### src/rtl/iter_mult_div.sv
// -----------------------------------------------------------------------------
// iter_mult_div
//   Iterative integer multiply / divide unit with a valid/ready request side and
//   a valid/ready result side. One operation is in flight at a time.
//
//   Operations (op): 00 MULTU, 01 MULT, 10 DIVU, 11 DIV.
//   Multiply returns the full 2*WIDTH product {hi, lo}; divide returns
//   {remainder, quotient} with truncating semantics (remainder follows the
//   dividend). Divide-by-zero yields quotient all ones, remainder = dividend,
//   and raises div_by_zero.
//
//   Ports:
//     clk, rst_n      clock, asynchronous active-low reset
//     flush           synchronous abort of any operation in flight
//     start_valid/_ready, op, operand_1, operand_2   request channel
//     result_valid/_ready, result, div_by_zero       result channel
//
//   Parameters:
//     WIDTH     operand width (even, 8..64)
//     MULT_SEQ  0: single-cycle product, 1: shift-add one bit per cycle
// -----------------------------------------------------------------------------
module iter_mult_div #(
  parameter int WIDTH    = 32,
  parameter int MULT_SEQ = 0
) (
  input  logic                 clk,
  input  logic                 rst_n,
  input  logic                 flush,
  input  logic                 start_valid,
  output logic                 start_ready,
  input  logic [1:0]           op,
  input  logic [WIDTH-1:0]     operand_1,
  input  logic [WIDTH-1:0]     operand_2,
  output logic                 result_valid,
  input  logic                 result_ready,
  output logic [2*WIDTH-1:0]   result,
  output logic                 div_by_zero
);

  localparam int CW = $clog2(WIDTH + 1);
  localparam logic [CW-1:0] LAST_ITER = CW'(WIDTH - 1);

  typedef enum logic [1:0] {
    IDLE = 2'b00,
    CALC = 2'b01,
    FIX  = 2'b10,
    DONE = 2'b11
  } state_t;

  state_t              state_q;
  logic [CW-1:0]       cnt_q;
  logic                is_div_q;
  logic                neg_q;       // quotient / product sign
  logic                rneg_q;      // remainder sign (dividend sign)
  logic                dbz_q;
  // hi_q/lo_q form a double-width working register:
  //   divide:   hi = partial remainder, lo = dividend shifting into quotient
  //   multiply: hi = upper accumulator, lo = multiplier shifting into product
  // b_q holds the divisor (divide) or the multiplicand (multiply).
  logic [WIDTH-1:0]    hi_q, lo_q, b_q;
  logic                start_ready_q;
  logic                result_valid_q;
  logic [2*WIDTH-1:0]  result_q;
  logic                div_by_zero_q;

  // Operand magnitudes and signs captured at acceptance.
  logic                sign1, sign2;
  logic [WIDTH-1:0]    mag1, mag2;

  always_comb begin
    sign1 = op[0] & operand_1[WIDTH-1];
    sign2 = op[0] & operand_2[WIDTH-1];
    mag1  = sign1 ? (~operand_1 + 1'b1) : operand_1;
    mag2  = sign2 ? (~operand_2 + 1'b1) : operand_2;
  end

  // One CALC iteration of whichever algorithm is running.
  logic [WIDTH:0]      trial;
  logic [WIDTH:0]      sum;
  logic [2*WIDTH-1:0]  prod_full;
  logic [WIDTH-1:0]    hi_d, lo_d;
  logic                calc_last;

  always_comb begin
    // Restoring divide: shift one dividend bit into the partial remainder and
    // try subtracting the divisor; a clear borrow bit means the trial fits.
    trial     = {hi_q, lo_q[WIDTH-1]} - {1'b0, b_q};
    sum       = {1'b0, hi_q} + {1'b0, b_q};
    prod_full = (2*WIDTH)'(b_q) * (2*WIDTH)'(lo_q);
    hi_d      = hi_q;
    lo_d      = lo_q;
    calc_last = 1'b0;
    if (is_div_q) begin
      if (!trial[WIDTH]) begin
        hi_d = trial[WIDTH-1:0];
        lo_d = {lo_q[WIDTH-2:0], 1'b1};
      end else begin
        hi_d = {hi_q[WIDTH-2:0], lo_q[WIDTH-1]};
        lo_d = {lo_q[WIDTH-2:0], 1'b0};
      end
      calc_last = (cnt_q == LAST_ITER);
    end else if (MULT_SEQ != 0) begin
      // Shift-add: conditionally add multiplicand, then shift {carry,hi,lo}
      // right by one; consumed multiplier bits fall off the bottom of lo.
      if (lo_q[0]) begin
        hi_d = sum[WIDTH:1];
        lo_d = {sum[0], lo_q[WIDTH-1:1]};
      end else begin
        hi_d = {1'b0, hi_q[WIDTH-1:1]};
        lo_d = {hi_q[0], lo_q[WIDTH-1:1]};
      end
      calc_last = (cnt_q == LAST_ITER);
    end else begin
      {hi_d, lo_d} = prod_full;
      calc_last    = 1'b1;
    end
  end

  // Sign correction applied in FIX.
  logic [WIDTH-1:0]    quo_fix, rem_fix;
  logic [2*WIDTH-1:0]  fix_result;

  always_comb begin
    // Divide by zero leaves the quotient at all ones regardless of sign; the
    // remainder path naturally restores the original dividend.
    quo_fix = dbz_q ? '1 : (neg_q ? (~lo_q + 1'b1) : lo_q);
    rem_fix = rneg_q ? (~hi_q + 1'b1) : hi_q;
    if (is_div_q) begin
      fix_result = {rem_fix, quo_fix};
    end else begin
      fix_result = neg_q ? (~{hi_q, lo_q} + 1'b1) : {hi_q, lo_q};
    end
  end

  always_ff @(posedge clk or negedge rst_n) begin
    if (!rst_n) begin
      state_q        <= IDLE;
      cnt_q          <= '0;
      is_div_q       <= 1'b0;
      neg_q          <= 1'b0;
      rneg_q         <= 1'b0;
      dbz_q          <= 1'b0;
      hi_q           <= '0;
      lo_q           <= '0;
      b_q            <= '0;
      start_ready_q  <= 1'b1;
      result_valid_q <= 1'b0;
      result_q       <= '0;
      div_by_zero_q  <= 1'b0;
    end else if (flush) begin
      state_q        <= IDLE;
      start_ready_q  <= 1'b1;
      result_valid_q <= 1'b0;
    end else begin
      case (state_q)
        IDLE: begin
          if (start_valid) begin
            state_q       <= CALC;
            start_ready_q <= 1'b0;
            cnt_q         <= '0;
            is_div_q      <= op[1];
            neg_q         <= sign1 ^ sign2;
            rneg_q        <= sign1;
            dbz_q         <= op[1] & (operand_2 == '0);
            hi_q          <= '0;
            lo_q          <= op[1] ? mag1 : mag2;
            b_q           <= op[1] ? mag2 : mag1;
          end
        end
        CALC: begin
          hi_q  <= hi_d;
          lo_q  <= lo_d;
          cnt_q <= cnt_q + CW'(1);
          if (calc_last) begin
            state_q <= FIX;
          end
        end
        FIX: begin
          result_q       <= fix_result;
          div_by_zero_q  <= dbz_q;
          state_q        <= DONE;
          result_valid_q <= 1'b1;
        end
        DONE: begin
          if (result_ready) begin
            state_q        <= IDLE;
            result_valid_q <= 1'b0;
            start_ready_q  <= 1'b1;
          end
        end
        default: begin
          state_q        <= IDLE;
          result_valid_q <= 1'b0;
          start_ready_q  <= 1'b1;
        end
      endcase
    end
  end

  assign start_ready  = start_ready_q;
  assign result_valid = result_valid_q;
  assign result       = result_q;
  assign div_by_zero  = div_by_zero_q;

endmodule

### config.mk
export PLATFORM = sky130hd
export DESIGN_NAME = iter_mult_div
export DESIGN_NICKNAME = d
export VERILOG_FILES = /design/src/rtl/iter_mult_div.sv
export SDC_FILE = /design/constraint.sdc
export NUM_CORES = 2
export LEC_CHECK = 0
export BUFFER_PORTS_ARGS = -buffer_cell sky130_fd_sc_hd__buf_2
export CORE_MARGIN = 4
export CORE_UTILIZATION = 60
export DETAILED_ROUTE_END_ITERATION = 7
export PLACE_DENSITY_LB_ADDON = 0.3
export SLEW_MARGIN = 5
export SYNTH_ARGS = -nofsm -noshare
export SYNTH_HDL_FRONTEND = slang
export SYNTH_SLANG_ARGS = --single-unit
### constraint.sdc
create_clock -name clk -period 12.4 [get_ports clk]
set_input_delay 2.48 -clock clk [delete_from_list [all_inputs] [get_ports clk]]
set_output_delay 2.48 -clock clk [all_outputs]
set_load 0.05 [all_outputs]
Yosys cells after proc, flatten, opt, wreduce, memory -nomap -nowiden
Cells that the tools add are included.
{ "totals": {"in_bits": 71, "ff_bits": 175} }
{ "op_classes": {"addsub": 7, "mul": 1, "bitwise": 10, "n_mux": 32, "n_reduce_logical": 11, "n_eq_ne": 8} }
{ "op_table": {"columns": ["op", "n"], "rows": [
  ["$mux W32", 12],
  ["$add A32 B1 Y32 const B", 4],
  ["$mux W64", 2],
  ["$not A32 Y32", 4],
  ["$pmux W32 S2", 2],
  ["$add A64 B1 Y64 const B", 1],
  ["$mul A32 B32 Y64", 1],
  ["$not A64 Y64", 1],
  ["$sub A33 B32 Y33", 1],
  ["$logic_not A32 Y1", 1],
  ["$pmux W6 S2", 1],
  ["$reduce_and A3 Y1", 4],
  ["$ne A3 B3 Y1 const B", 3],
  ["$mux W2", 4],
  ["$pmux W2 S4", 1],
  ["$mux W1", 7],
  ["$add A6 B1 Y6 const B", 1],
  ["$eq A6 B5 Y1 const B", 1],
  ["$mux W6", 1],
  ["$reduce_bool A3 Y1", 2],
  ["$eq A2 B2 Y1 const B", 2],
  ["$pmux W1 S2", 2],
  ["$reduce_and A2 Y1", 2],
  ["$and A1 B1 Y1", 3],
  ["6 further kinds", 6]
]} }

Longest topological paths before layout
{ "depth": {"depth_word": 6, "ltp_mapped": 29, "ltp_nobuf": 26} }

Least setup slack after synthesis
Ideal clock, no wire load.
{ "synth_timing": {"path_type": "flip-flop to flip-flop", "start": "reg lo_q[2]", "end": "reg hi_q[28]", "stages_incl_launch_ff": 27, "required_ps": 12262, "t_arrival_ps": 7205, "slack_ps": 5057, "synth_period_minus_slack_ps": 7343, "setup_ps": 138, "path_cell_list": "dfrtp_1 > clkbuf_1 > clkbuf_1 > and2_1 > fa_1 > inv_1 > fa_1 > fa_1 > fa_1 > inv_1 > fa_1 > inv_1 > fa_1 > inv_1 > fa_1 > fa_1 > ha_1 > o21ai_0 > nand2b_1 > a41oi_1 > a21bo_2 > a221oi_1 > o31a_1 > o31ai_1 > a21oi_1 > mux2i_1 > o211ai_1"} }
{ "synth_via": {"elab_chain_cells": 3} }
{ "synth_rtl": {"columns": ["item", "line", "rtl"], "rows": [
  ["from (decl)", "60", "logic [WIDTH-1:0] hi_q, lo_q, b_q;"],
  ["from (signal assigned)", "166", "lo_q <= op[1] ? mag1 : mag2;"],
  ["from (signal assigned)", "172", "lo_q <= lo_d;"],
  ["$mul A32 B32 Y64", "89", "prod_full = (2*WIDTH)'(b_q) * (2*WIDTH)'(lo_q);"],
  ["$mux W32", "93", "if (is_div_q) begin"],
  ["$pmux W32 S2", "155", "case (state_q)"],
  ["to (signal assigned)", "171", "hi_q <= hi_d;"],
  ["to (decl)", "60", null]
]} }
Every way passes these cells.
A chain may end at the register's enable or synchronous reset.

Worst setup path after layout
{ "layout_timing": {"start": "reg b_q[14]", "end": "reg hi_q[28]"} }
{ "layout_via": {"elab_chain_cells": 4, "elab_cells_between_ends": 5, "cone_classes": "add/sub (1); mul (1); mux (3)"} }
{ "layout_rtl": {"columns": ["item", "line", "rtl"], "rows": [
  ["from (decl)", "60", null],
  ["from (signal assigned)", "167", "b_q <= op[1] ? mag2 : mag1;"],
  ["parallel branches: the longest is 2 deep, another holds $mul A32 B32 Y64", null, null],
  ["$mux W32 (*)", "93", null],
  ["$pmux W32 S2 (*)", "155", null]
]} }
Every way passes the cells marked *.

==> reports/metrics.yaml <==
route:
  vias: 37700
  viasPerCell: 6.01
  drt_first_pass_iters: 6
  routed_wl_mm: 139
  drt_iter0_markers: 3505
  drc: 0
  avgRoutedWirePerCell_um: 22.1
  ant_nets: 0
logic_synthesis:
  syn_avg_cell_area_um2: 8.62
  ys_ff_latch: 175
  yosysSeqAreaShare_pct: 9.53
  ys_types: 81
  syn_inst: 5331
  syn_nets: 6604
  ys_warn_count: 0
  synth_ff_type: "dfrtp_1"
  synth-async-reset-ratio_pct: 100
  synth_edf_count: 0
  synth.cell_area_mm2: 0.0460
critical_path:
  critPathMaxFanout: 20
  r2r_start: "b_q[14]"
  arrival_ps: 9030
  critPathLaunchType: "register"
  crit_cells: 23
  timing.rr.end: "hi_q[28]"
  max_stage_delay_ps: 830
  crit_family: "adder cells"
  reg2reg_slack_ps: 3690
  crit_slowest_cell: "dfrtp_1"
  reg2reg_depth: 23
  cp_cell_sequence: "buf_4 > and2_1 > fa_1 > fa_1 > fa_1 > inv_1 > fa_1 > inv_1 > fa_1 > fa_1 > fa_1 > fa_1 > ha_1 > a21oi_1 > nand2_1 > a41oi_1 > a21bo_2 > a221oi_1 > o31a_1 > o31ai_1 > a21oi_1 > mux2i_1 > o211ai_1"
  cp-end-kind: "register"
  cp_num_buf_inv: 3
  cpMostUsedCell: "fa_1"
  critPathKind: "reg2reg"
  critPathRequiredTime_ps: 12720
sta:
  hold_viol: 0
  final.setup.tns_ps: 0
  setup_viol: 0
  timing.fmax_mhz: 115
  clock_skew_ps: 18.3
  final.period_utilization_pct: 70.2
  period_needed_ps: 8710
  slew_headroom_pct: 19.3
  slew_violations: 0
  worst_slew_pin_slew_ps: 1210
  rsz0062_at_grt: "false"
global_route:
  antenna_found_initial: 7
  grt_max_degree: 75
  grt_pass1_vias: 39900
  grt_use_total_pct: 35.2
  grt_overflow: 0
  grt_pass1_wl_mm: 223
clock_network:
  root_buffer: "clkbuf_16"
  cts_resized: 0
  clock_latency_ps: 470
  clkSinkCount: 175
  htreeDepth: 4
  numCtsBuffers: 17
  cts.path.max_buffers: 2
  clkTransAtPathRegs_ps: 80
  post_cts_buffers: 0
  cts_tree: "yes"
  postCtsHoldBufs: 0
placement:
  dp_hpwl_mm: 107
  gp_congestion: 0.958
  io_buffers: 137
finish:
  nets: 6501
  mostFrequentLayoutCells: "inv_1, fa_1, nand2_1"
  final_common_cell: "inv_1"
  final_util_pct: 63.1
  area_growth_pct: 4.19
  drive_above_1_share_pct: 5.63
  fillers: 6441
hold_path:
  holdPathEnd: "result[35]"
  hold_path_class: "reg2reg"
  min_path_cells: 2
  min-delay-start: "result[35]"
run_status:
  status: "finished clean"
run:
  maxCapViolations: 0
floorplan:
  dieArea_mm2: 0.0811
  initial_utilization_pct: 60.5
  dieHeight_um: 285
  ioPinCount: 138
  rows: 101
  die_w_um: 285
  fp.coreArea_mm2: 0.0759
==> cell usage after synthesis, types with 7 or more instances <==
| cell type | instances | area (um^2) |
|---|---|---|
| a211oi_1 | 35 | 263 |
| a21oi_1 | 253 | 1270 |
| o21ai_1 | 10 | 50.1 |
| mux2i_1 | 12 | 120 |
| o41ai_1 | 10 | 87.6 |
| o31ai_1 | 26 | 195 |
| nor2b_1 | 14 | 87.6 |
| o21ai_0 | 213 | 1070 |
| mux2_2 | 7 | 78.8 |
| nand3_1 | 36 | 180 |
| or4_1 | 15 | 113 |
| a31oi_1 | 33 | 206 |
| ha_1 | 305 | 3820 |
| o21a_1 | 10 | 75.1 |
| a22oi_1 | 11 | 82.6 |
| a221o_1 | 12 | 120 |
| or2_2 | 8 | 50.1 |
| xor2_1 | 100 | 876 |
| inv_1 | 912 | 3420 |
| o211ai_1 | 29 | 218 |
| xnor2_1 | 109 | 955 |
| or3_1 | 21 | 131 |
| nor4_1 | 14 | 87.6 |
| nor3_1 | 32 | 160 |
| o21bai_1 | 15 | 113 |
| clkbuf_1 | 306 | 1150 |
| nand2_1 | 668 | 2510 |
| dfrtp_1 | 174 | 4350 |
| buf_1 | 29 | 109 |
| nand4_1 | 19 | 119 |
| nand2b_1 | 21 | 131 |
| nor2_1 | 244 | 916 |
| fa_1 | 897 | 18000 |
| and3_1 | 18 | 113 |
| and2_1 | 575 | 3600 |
| a21o_1 | 40 | 300 |
| o22ai_1 | 7 | 43.8 |
==> through the flow <==
stage,area [um^2],setup slack [ps],hold WS (ps),instances
5_1_grt,47900,3430,504,6272
3_5_place_dp,47300,3860,469,6239
6_report,47900,3690,483,6274
2_1_floorplan,46000,5060,461,5331
4_1_cts,47900,3830,488,6271
3_3_place_gp,47300,3940,459,6239
==> layer usage <==
| metal | share of wire [%] | GRT usage, % | vias to the layer above |
|---|---|---|---|
| met4 | 6.1 | 17.8 | 0 |
| met2 | 49 | 59.8 | 1845 |
| li1 | - | - | 16200 |
| met3 | 7.9 | 5.12 | 486 |
| met5 | 0 | 0 | - |
| met1 | 37 | 44.3 | 19100 |
==> logic make-up (layout without fill, tap and decap cells) <==
family / count (synthesis) / count (layout) / synth area share (%)
AO/OA/AOI/OAI: 762 / 762 / 10.0
XOR/XNOR: 209 / 209 / 3.98
adder cells (fa/ha/maj): 1202 / 1202 / 47.4
buffers and inverters: 1253 / 1163 / 10.3
flip-flops: 175 / 175 / 9.53
multiplexers: 19 / 19 / 0.433
other: 0 / 3 / 0
AND/OR/NAND/NOR: 1711 / 1711 / 18.4
==> worst min-delay path, stage by stage (launching register included) <==
cell     delay (ps)
dfrtp_1         340
nand2_1          50
o21ai_0          60
==> cell type report <==
class,instances,area (um^2),share of cell area [%]
multi-input cells,3903,36900,77.1
clock buffers,19,443,0.925
diodes,3,7.51,0.0157
clock inverters,13,141,0.295
well taps,1030,1290,2.69
flip-flops and latches,175,4380,9.15
repair buffers,217,1290,2.70
inverters,914,3430,7.16
==> state kept, by name (all words and copies together) (netlist names), 2 cells and up <==
register	flops
hi_q	32
lo_q	32
cnt_q	6
state_q	2
result	64
b_q	32
==> worst max-delay path by stage <==
stage,start,to,slack (ps)
2_1_floorplan,lo_q[2],hi_q[28],5060
3_3_place_gp,b_q[14],hi_q[21],3940
3_5_place_dp,lo_q[18],hi_q[29],3860
4_1_cts,lo_q[9],hi_q[28],3830
5_1_grt,lo_q[9],hi_q[28],3430
6_report,b_q[14],hi_q[28],3690
Power is not shown: default switching activity piles up to over one toggle a cycle in this logic, so the estimate is an artifact.
